## config.mk

```make
export PLATFORM = sky130hd
export DESIGN_NAME = regfile_ctrl
export DESIGN_NICKNAME = d
export VERILOG_FILES = /design/src/rtl/regfile_ctrl.sv
export SDC_FILE = /design/constraint.sdc
export NUM_CORES = 1
export LEC_CHECK = 0
export BUFFER_PORTS_ARGS = -buffer_cell sky130_fd_sc_hd__buf_4
export CAP_MARGIN = 20
export CELL_PAD_IN_SITES_DETAIL_PLACEMENT = 0
export CELL_PAD_IN_SITES_GLOBAL_PLACEMENT = 1
export CORE_MARGIN = 5
export CORE_UTILIZATION = 37
export CTS_CLUSTER_DIAMETER = 40
export DETAILED_ROUTE_END_ITERATION = 10
export PLACE_DENSITY = 0.85
export SYNTH_ARGS = -nofsm -noshare
export SYNTH_HDL_FRONTEND = slang
export SYNTH_SLANG_ARGS = --single-unit
```

## constraint.sdc

```tcl
create_clock -name clk_i -period 8.2 [get_ports clk_i]
set_input_delay 2.05 -clock clk_i [delete_from_list [all_inputs] [get_ports clk_i]]
set_output_delay 2.05 -clock clk_i [all_outputs]
set_load 0.03 [all_outputs]
```

## src/rtl/regfile_ctrl.sv

```systemverilog
// rtl/regfile_ctrl.sv - register file access sequencer; optional scoreboard enabled by REGFILE_CTRL_SCOREBOARD_EN
module regfile_ctrl #(
    parameter int DataWidth = 32
) (
    input  logic                 clk_i,
    input  logic                 rst_i,
    input  logic                 rd_valid_i,
    output logic                 rd_ready_o,
    input  logic                 rd_need_a_i,
    input  logic                 rd_need_b_i,
    input  logic [4:0]           rd_addr_a_i,
    input  logic [4:0]           rd_addr_b_i,
    output logic                 rd_done_o,
    input  logic                 rd_ack_i,
    input  logic                 rsv_valid_i,
    input  logic [4:0]           rsv_addr_i,
    input  logic                 alu_wvalid_i,
    output logic                 alu_wready_o,
    input  logic [4:0]           alu_waddr_i,
    input  logic [DataWidth-1:0] alu_wdata_i,
    input  logic                 lsu_wvalid_i,
    output logic                 lsu_wready_o,
    input  logic [4:0]           lsu_waddr_i,
    input  logic [DataWidth-1:0] lsu_wdata_i,
    output logic                 req_ra_o,
    output logic                 req_rb_o,
    output logic                 req_w_o,
    output logic [4:0]           raddr_a_o,
    output logic [4:0]           raddr_b_o,
    output logic [4:0]           waddr_o,
    output logic [DataWidth-1:0] wdata_alu_o,
    output logic [DataWidth-1:0] wdata_lsu_o,
    output logic                 soursel_o
);

    typedef enum logic [1:0] {
        IDLE      = 2'd0,
        RD_STROBE = 2'd1,
        RD_RESP   = 2'd2,
        WR_STROBE = 2'd3
    } state_e;

    state_e               state_q, state_d;
    logic                 rd_ready_q, rd_ready_d;
    logic                 rd_done_q, rd_done_d;
    logic                 req_ra_q, req_ra_d;
    logic                 req_rb_q, req_rb_d;
    logic                 req_w_q, req_w_d;
    logic                 alu_wready_q, alu_wready_d;
    logic                 lsu_wready_q, lsu_wready_d;
    logic [4:0]           raddr_a_q, raddr_a_d;
    logic [4:0]           raddr_b_q, raddr_b_d;
    logic [4:0]           waddr_q, waddr_d;
    logic [DataWidth-1:0] wdata_alu_q, wdata_alu_d;
    logic [DataWidth-1:0] wdata_lsu_q, wdata_lsu_d;
    logic                 soursel_q, soursel_d;
    // 1: LSU wins the next simultaneous writeback; flips to the loser after every grant
    logic                 rr_lsu_q, rr_lsu_d;
    logic                 hazard;
    logic                 grant_alu;

`ifdef REGFILE_CTRL_SCOREBOARD_EN
    logic [31:0] sb_q, sb_d;

    // Scoreboard update: the finishing writeback clears its bit, a same-cycle reservation re-sets it
    always_comb begin
        sb_d = sb_q;
        if (state_q == WR_STROBE) begin
            sb_d[waddr_q] = 1'b0;
        end
        if (rsv_valid_i && (rsv_addr_i != 5'd0)) begin
            sb_d[rsv_addr_i] = 1'b1;
        end
    end

    // Scoreboard storage
    always_ff @(posedge clk_i or posedge rst_i) begin
        if (rst_i) begin
            sb_q <= '0;
        end else begin
            sb_q <= sb_d;
        end
    end

    assign hazard = (rd_need_a_i && (rd_addr_a_i != 5'd0) && sb_q[rd_addr_a_i]) ||
                    (rd_need_b_i && (rd_addr_b_i != 5'd0) && sb_q[rd_addr_b_i]);
`else
    logic unused_rsv;
    assign unused_rsv = ^{rsv_valid_i, rsv_addr_i};
    assign hazard     = 1'b0;
`endif

    // Next-state and registered output decode; strobes default low so each lasts one cycle
    always_comb begin
        state_d      = state_q;
        rd_ready_d   = 1'b0;
        rd_done_d    = rd_done_q;
        req_ra_d     = 1'b0;
        req_rb_d     = 1'b0;
        req_w_d      = 1'b0;
        alu_wready_d = 1'b0;
        lsu_wready_d = 1'b0;
        raddr_a_d    = raddr_a_q;
        raddr_b_d    = raddr_b_q;
        waddr_d      = waddr_q;
        wdata_alu_d  = wdata_alu_q;
        wdata_lsu_d  = wdata_lsu_q;
        soursel_d    = soursel_q;
        rr_lsu_d     = rr_lsu_q;
        grant_alu    = alu_wvalid_i && (!lsu_wvalid_i || !rr_lsu_q);
        case (state_q)
            IDLE: begin
                if (alu_wvalid_i || lsu_wvalid_i) begin
                    state_d   = WR_STROBE;
                    soursel_d = grant_alu;
                    rr_lsu_d  = grant_alu;
                    if (grant_alu) begin
                        waddr_d      = alu_waddr_i;
                        wdata_alu_d  = alu_wdata_i;
                        alu_wready_d = 1'b1;
                        req_w_d      = (alu_waddr_i != 5'd0);
                    end else begin
                        waddr_d      = lsu_waddr_i;
                        wdata_lsu_d  = lsu_wdata_i;
                        lsu_wready_d = 1'b1;
                        req_w_d      = (lsu_waddr_i != 5'd0);
                    end
                end else if (rd_valid_i && !hazard) begin
                    state_d    = RD_STROBE;
                    rd_ready_d = 1'b1;
                    req_ra_d   = rd_need_a_i;
                    req_rb_d   = rd_need_b_i;
                    raddr_a_d  = rd_addr_a_i;
                    raddr_b_d  = rd_addr_b_i;
                end
            end
            WR_STROBE: begin
                state_d = IDLE;
            end
            RD_STROBE: begin
                state_d   = RD_RESP;
                rd_done_d = 1'b1;
            end
            RD_RESP: begin
                if (rd_ack_i) begin
                    rd_done_d = 1'b0;
                    state_d   = IDLE;
                end
            end
            default: begin
                state_d = IDLE;
            end
        endcase
    end

    // State and output registers
    always_ff @(posedge clk_i or posedge rst_i) begin
        if (rst_i) begin
            state_q      <= IDLE;
            rd_ready_q   <= 1'b0;
            rd_done_q    <= 1'b0;
            req_ra_q     <= 1'b0;
            req_rb_q     <= 1'b0;
            req_w_q      <= 1'b0;
            alu_wready_q <= 1'b0;
            lsu_wready_q <= 1'b0;
            raddr_a_q    <= '0;
            raddr_b_q    <= '0;
            waddr_q      <= '0;
            wdata_alu_q  <= '0;
            wdata_lsu_q  <= '0;
            soursel_q    <= 1'b0;
            rr_lsu_q     <= 1'b1;
        end else begin
            state_q      <= state_d;
            rd_ready_q   <= rd_ready_d;
            rd_done_q    <= rd_done_d;
            req_ra_q     <= req_ra_d;
            req_rb_q     <= req_rb_d;
            req_w_q      <= req_w_d;
            alu_wready_q <= alu_wready_d;
            lsu_wready_q <= lsu_wready_d;
            raddr_a_q    <= raddr_a_d;
            raddr_b_q    <= raddr_b_d;
            waddr_q      <= waddr_d;
            wdata_alu_q  <= wdata_alu_d;
            wdata_lsu_q  <= wdata_lsu_d;
            soursel_q    <= soursel_d;
            rr_lsu_q     <= rr_lsu_d;
        end
    end

    assign rd_ready_o   = rd_ready_q;
    assign rd_done_o    = rd_done_q;
    assign req_ra_o     = req_ra_q;
    assign req_rb_o     = req_rb_q;
    assign req_w_o      = req_w_q;
    assign alu_wready_o = alu_wready_q;
    assign lsu_wready_o = lsu_wready_q;
    assign raddr_a_o    = raddr_a_q;
    assign raddr_b_o    = raddr_b_q;
    assign waddr_o      = waddr_q;
    assign wdata_alu_o  = wdata_alu_q;
    assign wdata_lsu_o  = wdata_lsu_q;
    assign soursel_o    = soursel_q;

endmodule

```

==> impl_metrics.json <==
{
  "cts_max_level": 3,
  "fmax_mhz": 254,
  "cp-start-kind": "input port",
  "area_delta_synth_final_pct": 48.0,
  "layout.nets": 502,
  "whs_ns": 0.496,
  "tightest_slew_ns": 0.938,
  "portBuffers": 178,
  "final.period_utilization": 0.481,
  "syn-mean-instance-area_um2": 15.5,
  "status": "completed",
  "clk_latency_ns": 0.34,
  "grt_pass1_vias": 2592,
  "clock_sinks": 90,
  "r2r_slack_ns": 5.62,
  "io_pins": 185,
  "rows": 35,
  "register_area_um2": 2250,
  "leakagePower_uw": 0.00250,
  "seq_area_frac_synth": 0.656,
  "nFillCells": 796,
  "fp.dieW_um": 106,
  "hpwl_um": 6210,
  "p_per_area_nw_per_um2": 443,
  "ys_warn_count": 0,
  "ys_seq_elements": 90,
  "yosys.area_share.simple": 0.0269,
  "drc": 0,
  "end_kind": "flip-flop",
  "layout_common_cells": "180 x buf_4, 89 x dfrtp_1, 70 x mux2_2",
  "fp.dieH_um": 106,
  "multi_input_area_um2": 1080,
  "cts.path.max_buffers": 2,
  "routed_via_density": 4.62,
  "cts_made_buffers": 9,
  "place.gp.congestion": 0.784,
  "maxSlewHeadroom": 0.370,
  "start_util": 0.376,
  "synth_xor_area_frac": 0,
  "ant_nets": 0,
  "ys_types": 25,
  "core_area_um2": 9150,
  "syn_area_um2": 3440,
  "setup_tns_ns": 0,
  "antenna_found_initial": 0,
  "required_ns": 8.43,
  "path_class": "in -> reg",
  "synth_top_family_by_area": "multiplexers",
  "hold_path_class": "reg -> reg",
  "synthAdderAreaFrac": 0,
  "drt-total-wl_um": 8340,
  "synthMuxAreaShare": 0.257,
  "post-cts-setup-buffers": 0,
  "finalSetupViolCount": 0,
  "antennaDiodeCount": 0,
  "syn-instance-count": 222,
  "hold_viol_final": 0,
  "synthTopCellsByArea": "dfrtp_1 65%, mux2_2 23%, a21oi_1 1.7%",
  "routedWlPerCell_um": 16.0,
  "grt_util_all_layers": 0.146,
  "cp.arrival_ns": 4.18,
  "cts_tree": "done",
  "fin_crit_ns": 3.94,
  "overflow": 0,
  "path_clk_slew_ns": 0.09,
  "yosys.area.top_type": "dfrtp_1",
  "rr_worst_depth": 4,
  "vdd_drop_max_mv": 0.183,
  "firstDrtPassIters": 4,
  "cts_resized": 0,
  "finalClockSkew_ns": 0.0164,
  "hold_buffers": 0,
  "cts_root_buf": "clkbuf_8",
  "cap_violations": 0,
  "rsz0062_at_grt": "no",
  "layout_commonest_cell": "buf_4",
  "synth_nets": 320,
  "grt_start_max_net_pins": 91,
  "hold_path_depth": 1,
  "slew_violations": 0,
  "drive_gt1_frac": 0.660,
  "worstPathMaxFanout": 36,
  "drtIter0Drc": 99,
  "yosysTopAreaCellShare": 0.648,
  "grt_pass1_wl_um": 13100,
  "via_count": 2401,
  "synth-compound-area-share": 0.0291,
  "die_area_um2": 11300
}
cell usage after synthesis (all sizes together):
cell type	number
a21boi	1
a21oi	12
a31oi	1
buf	8
clkbuf	2
dfrtp	89
dfstp	1
inv	9
mux2	74
mux2i	5
nand2	2
nand3	1
nor2	8
nor3	2
nor4	1
o21a	1
o21ai	2
o2bb2ai	1
or2	1
or4	1
kinds of logic (layout without fill, tap and decap cells):
kind of cell / after synthesis / after routing
buffers and inverters: 19 / 206
AO/OA/AOI/OAI: 18 / 18
AND/OR/NAND/NOR: 16 / 16
flip-flops: 90 / 90
multiplexers: 79 / 79
report_power, final:
part | switching (uW) | internal [uW]
Clock | 149 | 173
Combinational | 664 | 491
Sequential | 112 | 663
Total | 925 | 1330
registers in the layout (all words and copies together) (netlist names), 2 cells and up:
register	count
raddr_b_o	5
raddr_a_o	5
waddr_o	5
state_q	2
wdata_alu_o	32
wdata_lsu_o	32
through the flow:
| stage | power (uW) | util | setup slack, ns | cell area (um^2) | std cells |
|---|---|---|---|---|---|
| after floorplan | 1510 | - | 3.82 | 3440 | 222 |
| after global routing | 2380 | 0.556 | 4.14 | 5090 | 520 |
| final | 2250 | 0.556 | 4.26 | 5090 | 520 |
| after CTS | 2290 | 0.554 | 4.26 | 5070 | 519 |
| after global placement | 1930 | 0.530 | 3.91 | 4850 | 503 |
| after detailed placement | 1960 | 0.530 | 3.89 | 4850 | 503 |
per-layer routing:
| metal | track usage | part of all wire |
|---|---|---|
| met2 | 0.240 | 0.50 |
| met1 | 0.174 | 0.39 |
| met4 | 0.0537 | 0.015 |
| met3 | 0.0565 | 0.097 |
| met5 | 0 | 0 |
critical path, stage by stage:
cell,delay [ns]
buf_4,0.09
a21boi_1,0.74
nand2_2,0.76
mux2_2,0.51
path summary, 6_finish.rpt:
| check | startpoint | endpoint |
|---|---|---|
| setup / recovery | alu_wvalid_i | wdata_alu_o[17] |
| hold / removal | wdata_lsu_o[26] | wdata_lsu_o[26] |
| setup reg to reg | rr_lsu_q | wdata_lsu_o[27] |
| hold reg to reg | wdata_lsu_o[26] | wdata_lsu_o[26] |
| max in group asynchronous | rst_i | raddr_a_o[4] |
| min in group asynchronous | rst_i | wdata_lsu_o[10] |
final cells by class:
cell class	count	share of cell area
clock buffer	12	0.0266
clock inverter	4	0.0150
inverter	9	0.00689
multi-input combinational	113	0.212
sequential	90	0.443
tap	111	0.0273
timing repair buffer	181	0.270
Note: power is estimated with default switching activity, not from simulation.
